==> config.mk <==
export PLATFORM = sky130hd
export DESIGN_NAME = pipe_hazard_ctrl_flat
export DESIGN_NICKNAME = d
export VERILOG_FILES = /design/src/rtl/pipe_hazard_ctrl_pkg.sv /design/src/rtl/pipe_hazard_ctrl_if.sv /design/src/rtl/pipe_hazard_ctrl_mdu_scoreboard.sv /design/src/rtl/pipe_hazard_ctrl.sv /design/src/flat_wrapper.sv
export SDC_FILE = /design/constraint.sdc
export NUM_CORES = 1
export LEC_CHECK = 0
export CAP_MARGIN = 20
export CORE_MARGIN = 5
export CORE_UTILIZATION = 48
export DETAILED_ROUTE_END_ITERATION = 10
export GPL_TIMING_DRIVEN = 0
export PLACE_DENSITY_LB_ADDON = 0.08
export SYNTH_ARGS = -nofsm -noshare
export SYNTH_HDL_FRONTEND = slang
export SYNTH_HIERARCHICAL = 1
export SYNTH_SLANG_ARGS = --single-unit
export TNS_END_PERCENT = 20
==> constraint.sdc <==
create_clock -name clk -period 5.8 [get_ports clk]
set_input_delay 1.16 -clock clk [delete_from_list [all_inputs] [get_ports clk]]
set_output_delay 1.16 -clock clk [all_outputs]
set_load 0.1 [all_outputs]
==> src/rtl/pipe_hazard_ctrl_pkg.sv <==
// Shared types for the pipeline hazard controller.
// Holds the MDU state encoding and the per-priority control words.
package pipe_hazard_ctrl_pkg;

   localparam int REG_ZERO = 0;

   typedef enum logic [1:0] {
      MDU_IDLE = 2'b00,
      MDU_BUSY = 2'b01
   } mdu_state_t;

   typedef enum logic [1:0] {
      CTRL_REDIR,
      CTRL_STALL,
      CTRL_FETCH,
      CTRL_RUN
   } ctrl_sel_t;

   typedef struct packed {
      logic pc_write;
      logic ifid_write;
      logic ifid_flush;
      logic idex_bubble;
   } ctrl_t;

   function automatic ctrl_t ctrl_of(input ctrl_sel_t sel);
      ctrl_t c;
      c = '{pc_write: 1'b1, ifid_write: 1'b1,
            ifid_flush: 1'b0, idex_bubble: 1'b0};
      unique case (sel)
         CTRL_REDIR: c = '{1'b1, 1'b1, 1'b1, 1'b1};
         CTRL_STALL: c = '{1'b0, 1'b0, 1'b0, 1'b1};
         CTRL_FETCH: c = '{1'b0, 1'b1, 1'b1, 1'b0};
         CTRL_RUN:   c = '{1'b1, 1'b1, 1'b0, 1'b0};
         default:    c = '{1'b1, 1'b1, 1'b0, 1'b0};
      endcase
      return c;
   endfunction

endpackage

==> src/rtl/pipe_hazard_ctrl_if.sv <==
// Hazard-controller bundle: ID/EX hazard inputs and pipeline enables.
// master drives the pipeline-side inputs, slave is the controller.
interface pipe_hazard_ctrl_if #(
   parameter int REG_AW = 5,
   parameter int CNT_W  = 16
);
   logic [REG_AW-1:0] i_id_rs;
   logic [REG_AW-1:0] i_id_rt;
   logic              i_id_uses_rs;
   logic              i_id_uses_rt;
   logic              i_id_mdu_start;
   logic              i_id_mdu_use;
   logic              i_ex_memread;
   logic [REG_AW-1:0] i_ex_rd;
   logic              i_ex_redirect;
   logic              i_imem_ready;
   logic              o_pc_write;
   logic              o_ifid_write;
   logic              o_ifid_flush;
   logic              o_idex_bubble;
   logic              o_mdu_busy;
   logic [CNT_W-1:0]  o_stall_cnt;

   modport master (
      output i_id_rs, i_id_rt, i_id_uses_rs, i_id_uses_rt,
      output i_id_mdu_start, i_id_mdu_use, i_ex_memread,
      output i_ex_rd, i_ex_redirect, i_imem_ready,
      input  o_pc_write, o_ifid_write, o_ifid_flush,
      input  o_idex_bubble, o_mdu_busy, o_stall_cnt
   );

   modport slave (
      input  i_id_rs, i_id_rt, i_id_uses_rs, i_id_uses_rt,
      input  i_id_mdu_start, i_id_mdu_use, i_ex_memread,
      input  i_ex_rd, i_ex_redirect, i_imem_ready,
      output o_pc_write, o_ifid_write, o_ifid_flush,
      output o_idex_bubble, o_mdu_busy, o_stall_cnt
   );
endinterface

==> src/rtl/pipe_hazard_ctrl_mdu_scoreboard.sv <==
// Multi-cycle mult/div scoreboard: busy for MDU_LAT cycles after a start.
// Busy is registered so it is glitch-free into the hazard logic.
module mdu_scoreboard
   import pipe_hazard_ctrl_pkg::*;
#(
   parameter int MDU_LAT = 4
) (
   input  logic clk,
   input  logic rst,
   input  logic i_start,
   output logic o_busy
);
   localparam int CW = $clog2(MDU_LAT + 1);

   mdu_state_t    r_state;
   logic [CW-1:0] r_cnt;
   logic          r_busy;

   always_ff @(posedge clk or posedge rst) begin
      if (rst) begin
         r_state <= MDU_IDLE;
         r_cnt   <= '0;
         r_busy  <= 1'b0;
      end else begin
         case (r_state)
            MDU_IDLE: begin
               if (i_start) begin
                  r_state <= MDU_BUSY;
                  r_cnt   <= CW'(MDU_LAT);
                  r_busy  <= 1'b1;
               end
            end
            MDU_BUSY: begin
               if (r_cnt <= CW'(1)) begin
                  r_state <= MDU_IDLE;
                  r_cnt   <= '0;
                  r_busy  <= 1'b0;
               end else begin
                  r_cnt <= r_cnt - CW'(1);
               end
            end
            default: begin
               r_state <= MDU_IDLE;
               r_cnt   <= '0;
               r_busy  <= 1'b0;
            end
         endcase
      end
   end

   assign o_busy = r_busy;
endmodule

==> src/rtl/pipe_hazard_ctrl.sv <==
// Pipeline sequencing controller: PC/IF-ID enables, flush and ID/EX bubble
// from load-use, MDU, redirect and fetch-wait hazards, plus a stall counter.
module pipe_hazard_ctrl
   import pipe_hazard_ctrl_pkg::*;
#(
   parameter int MDU_LAT = 4,
   parameter int REG_AW  = 5,
   parameter int CNT_W   = 16
) (
   input logic              clk,
   input logic              rst,
   pipe_hazard_ctrl_if.slave bus
);
   logic             w_load_use;
   logic             w_mdu_haz;
   logic             w_mdu_busy;
   logic             w_start;
   ctrl_sel_t        w_sel;
   ctrl_t            w_ctrl;
   logic [CNT_W-1:0] r_stall_cnt;

   assign w_load_use = bus.i_ex_memread
                     & (bus.i_ex_rd != REG_AW'(REG_ZERO))
                     & ((bus.i_id_uses_rs & (bus.i_id_rs == bus.i_ex_rd))
                      | (bus.i_id_uses_rt & (bus.i_id_rt == bus.i_ex_rd)));

   assign w_mdu_haz = w_mdu_busy
                    & (bus.i_id_mdu_start | bus.i_id_mdu_use);

   always_comb begin
      w_sel = CTRL_RUN;
      if (bus.i_ex_redirect)
         w_sel = CTRL_REDIR;
      else if (w_load_use | w_mdu_haz)
         w_sel = CTRL_STALL;
      else if (!bus.i_imem_ready)
         w_sel = CTRL_FETCH;
   end

   // Reset holds the front end frozen with a NOP in IF/ID and ID/EX.
   always_comb begin
      w_ctrl = ctrl_of(w_sel);
      if (rst)
         w_ctrl = '{1'b0, 1'b0, 1'b1, 1'b1};
   end

   assign w_start = !w_ctrl.idex_bubble & bus.i_id_mdu_start;

   mdu_scoreboard #(
      .MDU_LAT (MDU_LAT)
   ) u_mdu (
      .clk     (clk),
      .rst     (rst),
      .i_start (w_start),
      .o_busy  (w_mdu_busy)
   );

   always_ff @(posedge clk or posedge rst) begin
      if (rst)
         r_stall_cnt <= '0;
      else if (!w_ctrl.pc_write && (r_stall_cnt != '1))
         r_stall_cnt <= r_stall_cnt + CNT_W'(1);
   end

   assign bus.o_pc_write    = w_ctrl.pc_write;
   assign bus.o_ifid_write  = w_ctrl.ifid_write;
   assign bus.o_ifid_flush  = w_ctrl.ifid_flush;
   assign bus.o_idex_bubble = w_ctrl.idex_bubble;
   assign bus.o_mdu_busy    = w_mdu_busy;
   assign bus.o_stall_cnt   = r_stall_cnt;
endmodule

==> src/flat_wrapper.sv <==
// flat-port wrapper written by rule: the top's interface ports become plain ports
module pipe_hazard_ctrl_flat import pipe_hazard_ctrl_pkg::*;
#(
   parameter int MDU_LAT = 4,
   parameter int REG_AW  = 5,
   parameter int CNT_W   = 16
)
  (clk, rst, bus_i_id_rs, bus_i_id_rt, bus_i_id_uses_rs, bus_i_id_uses_rt, bus_i_id_mdu_start, bus_i_id_mdu_use, bus_i_ex_memread, bus_i_ex_rd, bus_i_ex_redirect, bus_i_imem_ready, bus_o_pc_write, bus_o_ifid_write, bus_o_ifid_flush, bus_o_idex_bubble, bus_o_mdu_busy, bus_o_stall_cnt);
  pipe_hazard_ctrl_if #(.REG_AW(REG_AW), .CNT_W(CNT_W)) bus_i ();
  input logic clk;
  input logic rst;
  input wire logic [$bits(bus_i.i_id_rs)-1:0] bus_i_id_rs;
  input wire logic [$bits(bus_i.i_id_rt)-1:0] bus_i_id_rt;
  input wire logic [$bits(bus_i.i_id_uses_rs)-1:0] bus_i_id_uses_rs;
  input wire logic [$bits(bus_i.i_id_uses_rt)-1:0] bus_i_id_uses_rt;
  input wire logic [$bits(bus_i.i_id_mdu_start)-1:0] bus_i_id_mdu_start;
  input wire logic [$bits(bus_i.i_id_mdu_use)-1:0] bus_i_id_mdu_use;
  input wire logic [$bits(bus_i.i_ex_memread)-1:0] bus_i_ex_memread;
  input wire logic [$bits(bus_i.i_ex_rd)-1:0] bus_i_ex_rd;
  input wire logic [$bits(bus_i.i_ex_redirect)-1:0] bus_i_ex_redirect;
  input wire logic [$bits(bus_i.i_imem_ready)-1:0] bus_i_imem_ready;
  output wire logic [$bits(bus_i.o_pc_write)-1:0] bus_o_pc_write;
  output wire logic [$bits(bus_i.o_ifid_write)-1:0] bus_o_ifid_write;
  output wire logic [$bits(bus_i.o_ifid_flush)-1:0] bus_o_ifid_flush;
  output wire logic [$bits(bus_i.o_idex_bubble)-1:0] bus_o_idex_bubble;
  output wire logic [$bits(bus_i.o_mdu_busy)-1:0] bus_o_mdu_busy;
  output wire logic [$bits(bus_i.o_stall_cnt)-1:0] bus_o_stall_cnt;
  assign bus_i.i_id_rs = bus_i_id_rs;
  assign bus_i.i_id_rt = bus_i_id_rt;
  assign bus_i.i_id_uses_rs = bus_i_id_uses_rs;
  assign bus_i.i_id_uses_rt = bus_i_id_uses_rt;
  assign bus_i.i_id_mdu_start = bus_i_id_mdu_start;
  assign bus_i.i_id_mdu_use = bus_i_id_mdu_use;
  assign bus_i.i_ex_memread = bus_i_ex_memread;
  assign bus_i.i_ex_rd = bus_i_ex_rd;
  assign bus_i.i_ex_redirect = bus_i_ex_redirect;
  assign bus_i.i_imem_ready = bus_i_imem_ready;
  assign bus_o_pc_write = bus_i.o_pc_write;
  assign bus_o_ifid_write = bus_i.o_ifid_write;
  assign bus_o_ifid_flush = bus_i.o_ifid_flush;
  assign bus_o_idex_bubble = bus_i.o_idex_bubble;
  assign bus_o_mdu_busy = bus_i.o_mdu_busy;
  assign bus_o_stall_cnt = bus_i.o_stall_cnt;
  pipe_hazard_ctrl #(.MDU_LAT(MDU_LAT), .REG_AW(REG_AW), .CNT_W(CNT_W)) u_core (.clk(clk), .rst(rst), .bus(bus_i));
endmodule
==> impl_results.md, run 1 <==
* Routed vias at 1,158
* Resized Gates After CTS at 0
* Lkg Pwr at 0.000781 uW
* Width of the die at 61.1 um
* CP Launch Point: bus_i_ex_rd[1]
* Worst path required time at 4.64 ns
* Depth of the most critical reg-to-reg path at 8
* Slowest stage cell on the critical path: clkdlybuf4s50_1
* Setup repair after global routing missed its margin: no
* Final weighted congestion in routability-driven placement at roughly 0.84
* Reg2Reg Capture Point: u_core/bus.o_stall_cnt[11]
* Areal power density over the cells at roughly 440 nW/um^2
* Relative contribution of combinational cells to total power at 0.602
* Mapped cell area at about 1300 um^2
* Vias per std cell at 5.68
* Antenna violations before repair at 0
* Max Buffers Root-to-Sink at 2
* Fraction of layout cells with a size suffix above 1 at 0.0690
* P&R area growth vs syn at 41.1%
* Clock network fraction of total power at 0.100
* Share of synthesized area occupied by flip-flops and latches at 0.400
* Residual DRC count at 0
* Slew headroom at 0.341
* Critical Path Fanout Max at 7
* Max-cap violations at 0
* Maximum level of the CTS H-tree at 1
* Run status: completed
* Antenna cell count at 0
* Endpoint arrival time on the critical path at 4.31 ns
* Floorplan Core Area at 2480 um^2
* Die outline area at roughly 3700 um^2
* Number of cell rows at 18
* Count of routing violations after the opening detailed-route iteration at 36
* Number of buffers inserted during clock tree synthesis at 3
* Total Routed Length at 2970 um
* Post-Syn Area per Cell at 9.93 um^2
* Clock slew at the register clock pins of the worst setup and hold paths at 0.10 ns
* Clock latency of the later-clocked register in the worst-skew pair at 0.29 ns
* Detailed placement HPWL at around 2400 um
* Critical-path cell list: clkdlybuf4s50_1, or4_1, o21ai_1, o21ai_0, ha_1, nand2b_1, inv_1, clkdlybuf4s50_1
* Period utilization at 0.943
* Clock tree root buffer cell: clkbuf_4
* I/O Pins at 45
* Fmax achieved at 0.183 GHz
* Hold-critical path depth at 1
* Yosys top cell area share at 0.400
* Cell count after synthesis at 126
* Destination of the worst hold path: u_core/bus.o_stall_cnt[15]
* WS Path Type: input pin to output pin
* Cell Int Power at 350 uW
* Global-route wire length before repair at 5070 um
* Most frequently used cell type in the post-synthesis netlist: dfrtp_1
* Share of total power in sequential cells at 0.298
* Number of clock sinks at 20
* Pin count of the biggest net entering global routing at 17
* Number of hold buffers added after CTS at 0
* Cell Count, Final, Fillers Out at 204
* Clock period minus final worst setup slack at roughly 5.5 ns
* Largest area contributor in the netlist: dfrtp_1
* Post-route setup TNS at 0 ns
* Switching fraction of total power at 0.552
* Critical path's largest stage delay at ~1.1 ns
* Count of endpoints failing setup in the final report at 0
* Hold Vio Cnt, Final at 0
* Synthesis Warnings at 6
* Largest clock skew in the final design at between 0.009 and 0.01 ns
* Number of nets at the end of the flow at 203
* Top area cells in the synthesized netlist: dfrtp_1 40%, xor2_1 13%, ha_1 4.0%, nor4_1 3.0%, nand2_1 2.4%
* Final number of max-transition violations at 0
* Type of element launching the critical path: input pin
* Hold path startpoint: u_core/bus.o_stall_cnt[15]
* TritonCTS clock tree: built
* Number of cells after detailed placement at 200
* Cell occurring most often along the worst timing path: clkdlybuf4s50_1
* Tightest Pin Transition at 0.986 ns
* Post-CTS Setup Repair Bufs at 0
* Chip height at 61.1 um
* Number of search-and-repair iterations in the first detailed-routing pass at 4
* Source of the worst register-to-register timing path: u_core/u_mdu/o_busy
* Min-Delay Path Class: flop to flop
* Most used DFF post-synth: dfrtp_1
* Number of enable-type register cells in the synthesized netlist at 0
* Highest ir drop seen on vdd at 0.486 mV
* Flop and latch count out of synthesis at 20
* Number of global-route vias before repair at roughly 1,200
* Unique cell type count in the Yosys netlist at 38
* Switching component of the power at 431 uW
* Global-route total usage across every layer at 0.179
* Number of nets with antenna violations after detailed routing at 0
* PortBufs at 44
* Commonest cells in the netlist: 20 x dfrtp_1, 19 x xor2_1, 8 x nand2_1, 8 x nor2_1, 7 x inv_1
* Total gr overflow at 0
* Initial standard-cell utilization of the core at 0.505
* Syn_nets at about 150
* Critical Path Sink Type: output pin
* Routed WL per cell at 14.5 um
* Share of synthesized registers carrying an async set or reset at 1.00
* Setup slack, reg-to-reg at 3.52 ns
-- stage by stage --
step	hold slack, ns	setup WS (ns)	instance area, um^2	util	total power [uW]
finish	0.496	0.332	1770	0.713	780
global route	0.528	0.0748	1770	0.713	827
CTS	0.508	0.310	1770	0.713	787
detailed placement	0.492	0.307	1730	0.698	704
global placement	0.484	0.370	1730	0.698	693
floorplan	0.492	0.756	1250	-	582
-- final cells by class --
type / count / area (um^2)
Buffer: 1 / 5.00
Clock buffer: 4 / 36.3
Fill cell: 198 / 712
Inverter: 7 / 26.3
Multi-Input combinational cell: 98 / 719
Sequential cell: 20 / 500
Tap cell: 30 / 37.5
Timing Repair Buffer: 44 / 440
-- worst max-delay path, delay by kind of cell --
family	cells	cell delay, ns
buffers and inverters	3	1.73
AO/OA/AOI/OAI	2	0.43
adder cells (fa/ha/maj)	1	0.29
AND/OR/NAND/NOR	2	0.69
-- state kept, by name, summed over array words and instances (netlist names) --
signal	flops
u_core/u_mdu/o_busy	1
u_core/bus.o_stall_cnt	16
u_core/u_mdu/r_cnt	3
-- how the worst max path moves through the flow --
stage,to,cells after the start
detailed placement,bus_o_pc_write,8
global route,bus_o_pc_write,9
CTS,bus_o_pc_write,8
finish,bus_o_pc_write,8
global placement,bus_o_pc_write,8
floorplan,bus_o_idex_bubble,4
-- layout by cell type (no fill, tap or decap), types with 4 or more instances in the layout --
cell / synthesis / layout
a21oi_1: 4 / 4
nand3_1: 4 / 4
ha_1: 4 / 4
dfrtp_1: 20 / 20
nor3_1: 4 / 4
nand2_1: 8 / 8
xor2_1: 19 / 19
clkdlybuf4s50_1: 0 / 44
inv_1: 7 / 7
nor2_1: 8 / 8
nor4_1: 6 / 6
-- routing by layer --
| metal | share of wire | track usage | routed length [um] |
|---|---|---|---|
| met3 | 0.070 | 0.0503 | 208 |
| met1 | 0.41 | 0.213 | 1210 |
| met5 | 0 | 0 | 0 |
| met2 | 0.52 | 0.317 | 1550 |
| met4 | 0 | 0.0464 | 0 |
-- power by group through the flow --
stage | Sequential [uW] | Combinational (uW) | Clock [uW]
after floorplan | 429 | 153 | 0
after global placement | 232 | 461 | 0
after detailed placement | 235 | 469 | 0
after CTS | 233 | 471 | 83.2
after global routing | 241 | 496 | 89.9
final | 232 | 470 | 78.4
-- cells by family after synthesis --
family,after synthesis,share of synthesized area
multiplexers,1,0.0120
AO/OA/AOI/OAI,25,0.147
buffers and inverters,8,0.0250
AND/OR/NAND/NOR,46,0.222
adder cells (fa/ha/maj),4,0.0400
XOR/XNOR,22,0.154
flip-flops,20,0.400
No activity file was read; power rests on OpenSTA's default activity.
==> inputs of run 2 (changes only) <==
GPL_TIMING_DRIVEN = unset   (was 0)
==> run 2 against run 1 <==
Global-route usage fell by 0.26 points; critical path depth did not move; design area fell by 0.85%; first-iteration DRC count fell by 14%; sequential cell count did not move; largest cell class unchanged; highest routed layer is now met4; core utilization fell by 0.61 points; routed wire length fell by 2.3%.
==> impl_results.md, run 2 (same netlist as run 1, synthesis figures left out) <==
* Hold Vio Cnt, Final at 0
* Post-route setup TNS at 0 ns
* Most common cell after layout, fill and taps aside: clkdlybuf4s50_1
* Areal power density over the cells at 444 nW/um^2
* Tightest Pin Transition at 0.979 ns
* Number of cell rows at 18
* Number of search-and-repair iterations in the first detailed-routing pass at 4
* Count of routing violations after the opening detailed-route iteration at 31
* Type of element launching the critical path: input pin
* PortBufs at 44
* I/O Pins at 45
* Final number of max-transition violations at 0
* Routed WL per cell at around 14 um
* Source of the worst register-to-register timing path: u_core/u_mdu/o_busy
* Initial standard-cell utilization of the core at 0.505
* Residual DRC count at 0
* Resized Gates After CTS at 0
* Fmax achieved at 0.218 GHz
* Vias per std cell at 5.58
* Lkg Pwr at 0.000779 uW
* Slew headroom at 0.345
* Critical Path Fanout Max at 7
* Standard cell area after detailed placement at 1710 um^2
* TritonCTS clock tree: built
* WS Path Type: input pin to output pin
* Width of the die at 61.1 um
* Number of hold buffers added after CTS at 0
* CP Launch Point: bus_i_ex_rd[1]
* Depth of the most critical reg-to-reg path at 8
* Clock latency of the later-clocked register in the worst-skew pair at 0.29 ns
* Total gr overflow at 0
* Post-CTS Setup Repair Bufs at 0
* Run status: completed
* Antenna violations before repair at 0
* Layer with the highest usage after global routing: met2
* Setup repair after global routing missed its margin: no
* Endpoint arrival time on the critical path at 3.43 ns
* Detailed placement HPWL at 2320 um
* Fraction of layout cells with a size suffix above 1 at 0.0867
* Number of clock sinks at 20
* Max Buffers Root-to-Sink at 2
* Leading cell types in the layout, fill and taps excluded: 40 x clkdlybuf4s50_1, 20 x dfrtp_1, 19 x xor2_1, 8 x nand2_1, 8 x nor2_1
* Total Routed Length at 2900 um
* Antenna cell count at 0
* Floorplan Core Area at 2480 um^2
* Final cell utilization of the core at 0.707
* Largest clock skew in the final design at approximately 0.0010 ns
* Period utilization at 0.792
* Number of global-route vias before repair at 1,128
* Count of endpoints failing setup in the final report at 0
* Maximum level of the CTS H-tree at 1
* P&R area growth vs syn at 39.9%
* Global-route wire length before repair at 4930 um
* Final weighted congestion in routability-driven placement at ~0.77
* Met1 Usage GRT at 0.213
* Met2 Usage GRT at 0.299
* Pin count of the biggest net entering global routing at 17
* Clock slew at the register clock pins of the worst setup and hold paths at 0.11 ns
* Chip height at around 61 um
* Worst path required time at ~4.6 ns
* Critical Path Sink Type: output pin
* Endpoint of the most critical setup path: bus_o_pc_write
* Die outline area at 3730 um^2
* Reg2Reg Capture Point: u_core/bus.o_stall_cnt[11]
* Highest ir drop seen on vdd at 0.546 mV
* Min-Delay Path Class: flop to flop
* Number of buffers inserted during clock tree synthesis at 3
* Number of nets with antenna violations after detailed routing at 0
* Final Total Pwr at 777 uW
* Clock period minus final worst setup slack at 4.59 ns
* Global-route total usage across every layer at 0.177
* Max-cap violations at 0
* Cell area after layout at 1750 um^2
* Met3 demand-to-capacity share in global routing at 0.0608
* Number of nets at the end of the flow at 202
* Setup slack, reg-to-reg at roughly 3.5 ns
* Routed vias at 1,133
* Max reg flops at 16
* Clock tree root buffer cell: clkbuf_4
==> run 2: cell count changes in the layout (fill, tap and decap cells not counted), sizes merged <==
cell	before	now
clkdlybuf4s50	44	40
buf	1	4
==> run 2: power by group <==
group / total [uW] / switching (uW) / internal (uW)
registers: 233 / 54.7 / 178
clock network: 80.2 / 41.9 / 38.3
logic: 464 / 334 / 130
==> run 2: layout make-up <==
class	instances	area (um^2)
multi-input combinational	98	719
clock buffer	4	36.3
inverter	7	26.3
fill	198	727
sequential	20	500
tap	30	37.5
timing repair buffer	44	430
==> run 2: per-layer routing <==
layer / part of all wire / wire length [um]
met5: 0 / 0
met2: 0.49 / 1410
met1: 0.44 / 1270
met4: 0.011 / 31
met3: 0.063 / 183
==> run 2: through the flow <==
step                      worst slack (ns)  std cells  hold slack [ns]
after floorplan                      0.756        126            0.492
after global placement                1.25        199            0.485
after detailed placement              1.19        199            0.505
after CTS                             1.19        203            0.521
after global routing                  1.03        203            0.533
final                                 1.21        203            0.513
==> run 2: worst min path at each step <==
stage	slack, ns	cells after the start	startpoint	endpoint
after detailed placement	0.51	1	u_core/bus.o_stall_cnt[15]	u_core/bus.o_stall_cnt[15]
after global placement	0.48	1	u_core/bus.o_stall_cnt[15]	u_core/bus.o_stall_cnt[15]
final	0.51	1	u_core/bus.o_stall_cnt[15]	u_core/bus.o_stall_cnt[15]
after CTS	0.52	1	u_core/bus.o_stall_cnt[15]	u_core/bus.o_stall_cnt[15]
after global routing	0.53	1	u_core/bus.o_stall_cnt[15]	u_core/bus.o_stall_cnt[15]
after floorplan	0.49	1	u_core/u_mdu/r_cnt[2]	u_core/u_mdu/r_cnt[2]
==> run 2: critical path, cell delays in order <==
cell and delay, ns:
clkdlybuf4s50_1 0.46, or4_1 0.53, o21ai_1 0.27, o21ai_0 0.15
ha_1 0.29, nand2b_1 0.15, inv_1 0.13, buf_4 0.30
==> inputs of run 3 (changes only) <==
CORE_UTILIZATION = 44   (was 48)
clock period = 4.7 ns   (was 5.8 ns; I/O delays follow)
==> run 3 against run 2 <==
Sequential power up 24%; core utilization down 5.7 points; sequential share of layout area down 0.42 points; sequential cell count unchanged; design area up 1.5%; power up 25%; clock-buffer cell count unchanged; clock skew up 0.0047 ns; combinational power up 26%; critical path type unchanged; critical endpoint unchanged.
==> impl_results.md, run 3 (same netlist as run 1, synthesis figures left out) <==
* Run status: completed
* Number of global-route vias before repair at 1,129
* P&R area growth vs syn at 42.0%
* Clock latency of the later-clocked register in the worst-skew pair at 0.30 ns
* Critical Path Fanout Max at 7
* Slew headroom at 0.343
* WS Path Type: input pin to output pin
* Count of endpoints failing setup in the final report at 0
* Number of search-and-repair iterations in the first detailed-routing pass at 4
* Largest clock skew in the final design at 0.00574 ns
* Chip height at between 60 and 70 um
* Pin count of the biggest net entering global routing at 17
* Routed WL per cell at 15.3 um
* Period utilization at 0.891
* Fraction of layout cells with a size suffix above 1 at 0.0867
* Total gr overflow at 0
* Clock tree root buffer cell: clkbuf_4
* Areal power density over the cells at approximately 550 nW/um^2
* Min-Delay Path Class: flop to flop
* Global-route wire length before repair at 5340 um
* Worst path required time at 3.76 ns
* I/O Pins at 45
* Total Routed Length at 3130 um
* Width of the die at 63.3 um
* Clock period minus final worst setup slack at 4.19 ns
* Post-route setup TNS at 0 ns
* Antenna violations before repair at 0
* Final weighted congestion in routability-driven placement at ~0.76
* Count of routing violations after the opening detailed-route iteration at 40
* Tightest Pin Transition at 0.982 ns
* Die outline area at 4010 um^2
* Final Total Pwr at 975 uW
* Residual DRC count at 0
* Endpoint arrival time on the critical path at approximately 3.3 ns
* Setup repair after global routing missed its margin: no
* Number of clock sinks at 20
* Number of hold buffers added after CTS at 0
* Most common cell after layout, fill and taps aside: clkdlybuf4s50_1
* Number of cell rows at 19
* Initial standard-cell utilization of the core at 0.458
* Max reg flops at 16
* Detailed placement HPWL at 2560 um
* Smallest hold slack at between 0.4 and 0.5 ns
* Max Buffers Root-to-Sink at 2
* Routed vias at ~1,100
* Critical Path Sink Type: output pin
* Vias per std cell at between 5 and 6
* Lkg Pwr at 0.000787 uW
* Number of buffers inserted during clock tree synthesis at 3
* Hold path startpoint: u_core/bus.o_stall_cnt[15]
* Fmax achieved at 0.239 GHz
* Leading cell types in the layout, fill and taps excluded: 40 x clkdlybuf4s50_1, 20 x dfrtp_1, 19 x xor2_1, 8 x nand2_1, 8 x nor2_1
* Global-route total usage across every layer at 0.161
* Number of nets at the end of the flow at 202
* Hold Vio Cnt, Final at 0
* Number of nets with antenna violations after detailed routing at 0
* Resized Gates After CTS at 0
* Maximum level of the CTS H-tree at 1
* PortBufs at 44
* Antenna cell count at 0
* Max-cap violations at 0
* Final number of max-transition violations at 0
* Clock slew at the register clock pins of the worst setup and hold paths at approximately 0.11 ns
* Type of element launching the critical path: input pin
* CP Launch Point: bus_i_ex_rd[1]
* Post-CTS Setup Repair Bufs at 0
* Highest ir drop seen on vdd at 0.719 mV
* Source of the worst register-to-register timing path: u_core/u_mdu/o_busy
* Floorplan Core Area at 2730 um^2
* TritonCTS clock tree: built
run 3: cell counts in the layout (fill, tap and decap cells not counted):
Identical to the previous run, type by type.
run 3: per-layer routing:
metal / vias up / track usage / share of wire
met5: - / 0 / 0
met3: 0 / 0.0497 / 0.050
li1: 556 / - / -
met1: 536 / 0.194 / 0.41
met2: 20 / 0.288 / 0.54
met4: 0 / 0.0156 / 0
run 3: cell type report:
cell class / instances / area (um^2)
clock buffer: 4 / 36.3
fill: 242 / 957
inverter: 7 / 26.3
multi-input combinational: 98 / 719
sequential: 20 / 500
tap: 31 / 38.8
timing repair buffer: 44 / 455
run 3: worst max-delay path: stages:
cell	delay [ns]
clkdlybuf4s50_1	0.47
or4_1	0.55
o21ai_1	0.30
o31ai_1	0.13
ha_1	0.30
nand2b_1	0.22
inv_1	0.14
buf_12	0.19
run 3: through the flow:
| stage | area, um^2 | cells | setup slack, ns | util |
|---|---|---|---|---|
| 6_report | 1780 | 204 | 0.512 | 0.650 |
| 5_1_grt | 1780 | 204 | 0.371 | 0.650 |
| 4_1_cts | 1780 | 204 | 0.504 | 0.650 |
| 3_5_place_dp | 1740 | 200 | 0.523 | 0.637 |
| 3_3_place_gp | 1740 | 200 | 0.613 | 0.637 |
| 2_1_floorplan | 1250 | 126 | 0.0961 | - |
run 3: power by group:
part	internal (uW)	total (uW)	leakage (uW)	switching (uW)
registers	220	290	0.000254	70.6
logic	169	585	0.000511	416
clock network	47.3	99.2	0.0000210	51.9
run 3: path summary, 6_finish.rpt:
kind	slack (ns)	depth (start not counted)	endpoint
worst max-delay path	0.51	8	bus_o_pc_write
worst min-delay path	0.49	1	u_core/bus.o_stall_cnt[15]
worst max register to register	2.32	8	u_core/bus.o_stall_cnt[11]
worst min register to register	0.49	1	u_core/bus.o_stall_cnt[15]
max in group asynchronous	3.15	2	u_core/bus.o_stall_cnt[2]
min in group asynchronous	0.95	2	u_core/u_mdu/r_cnt[0]
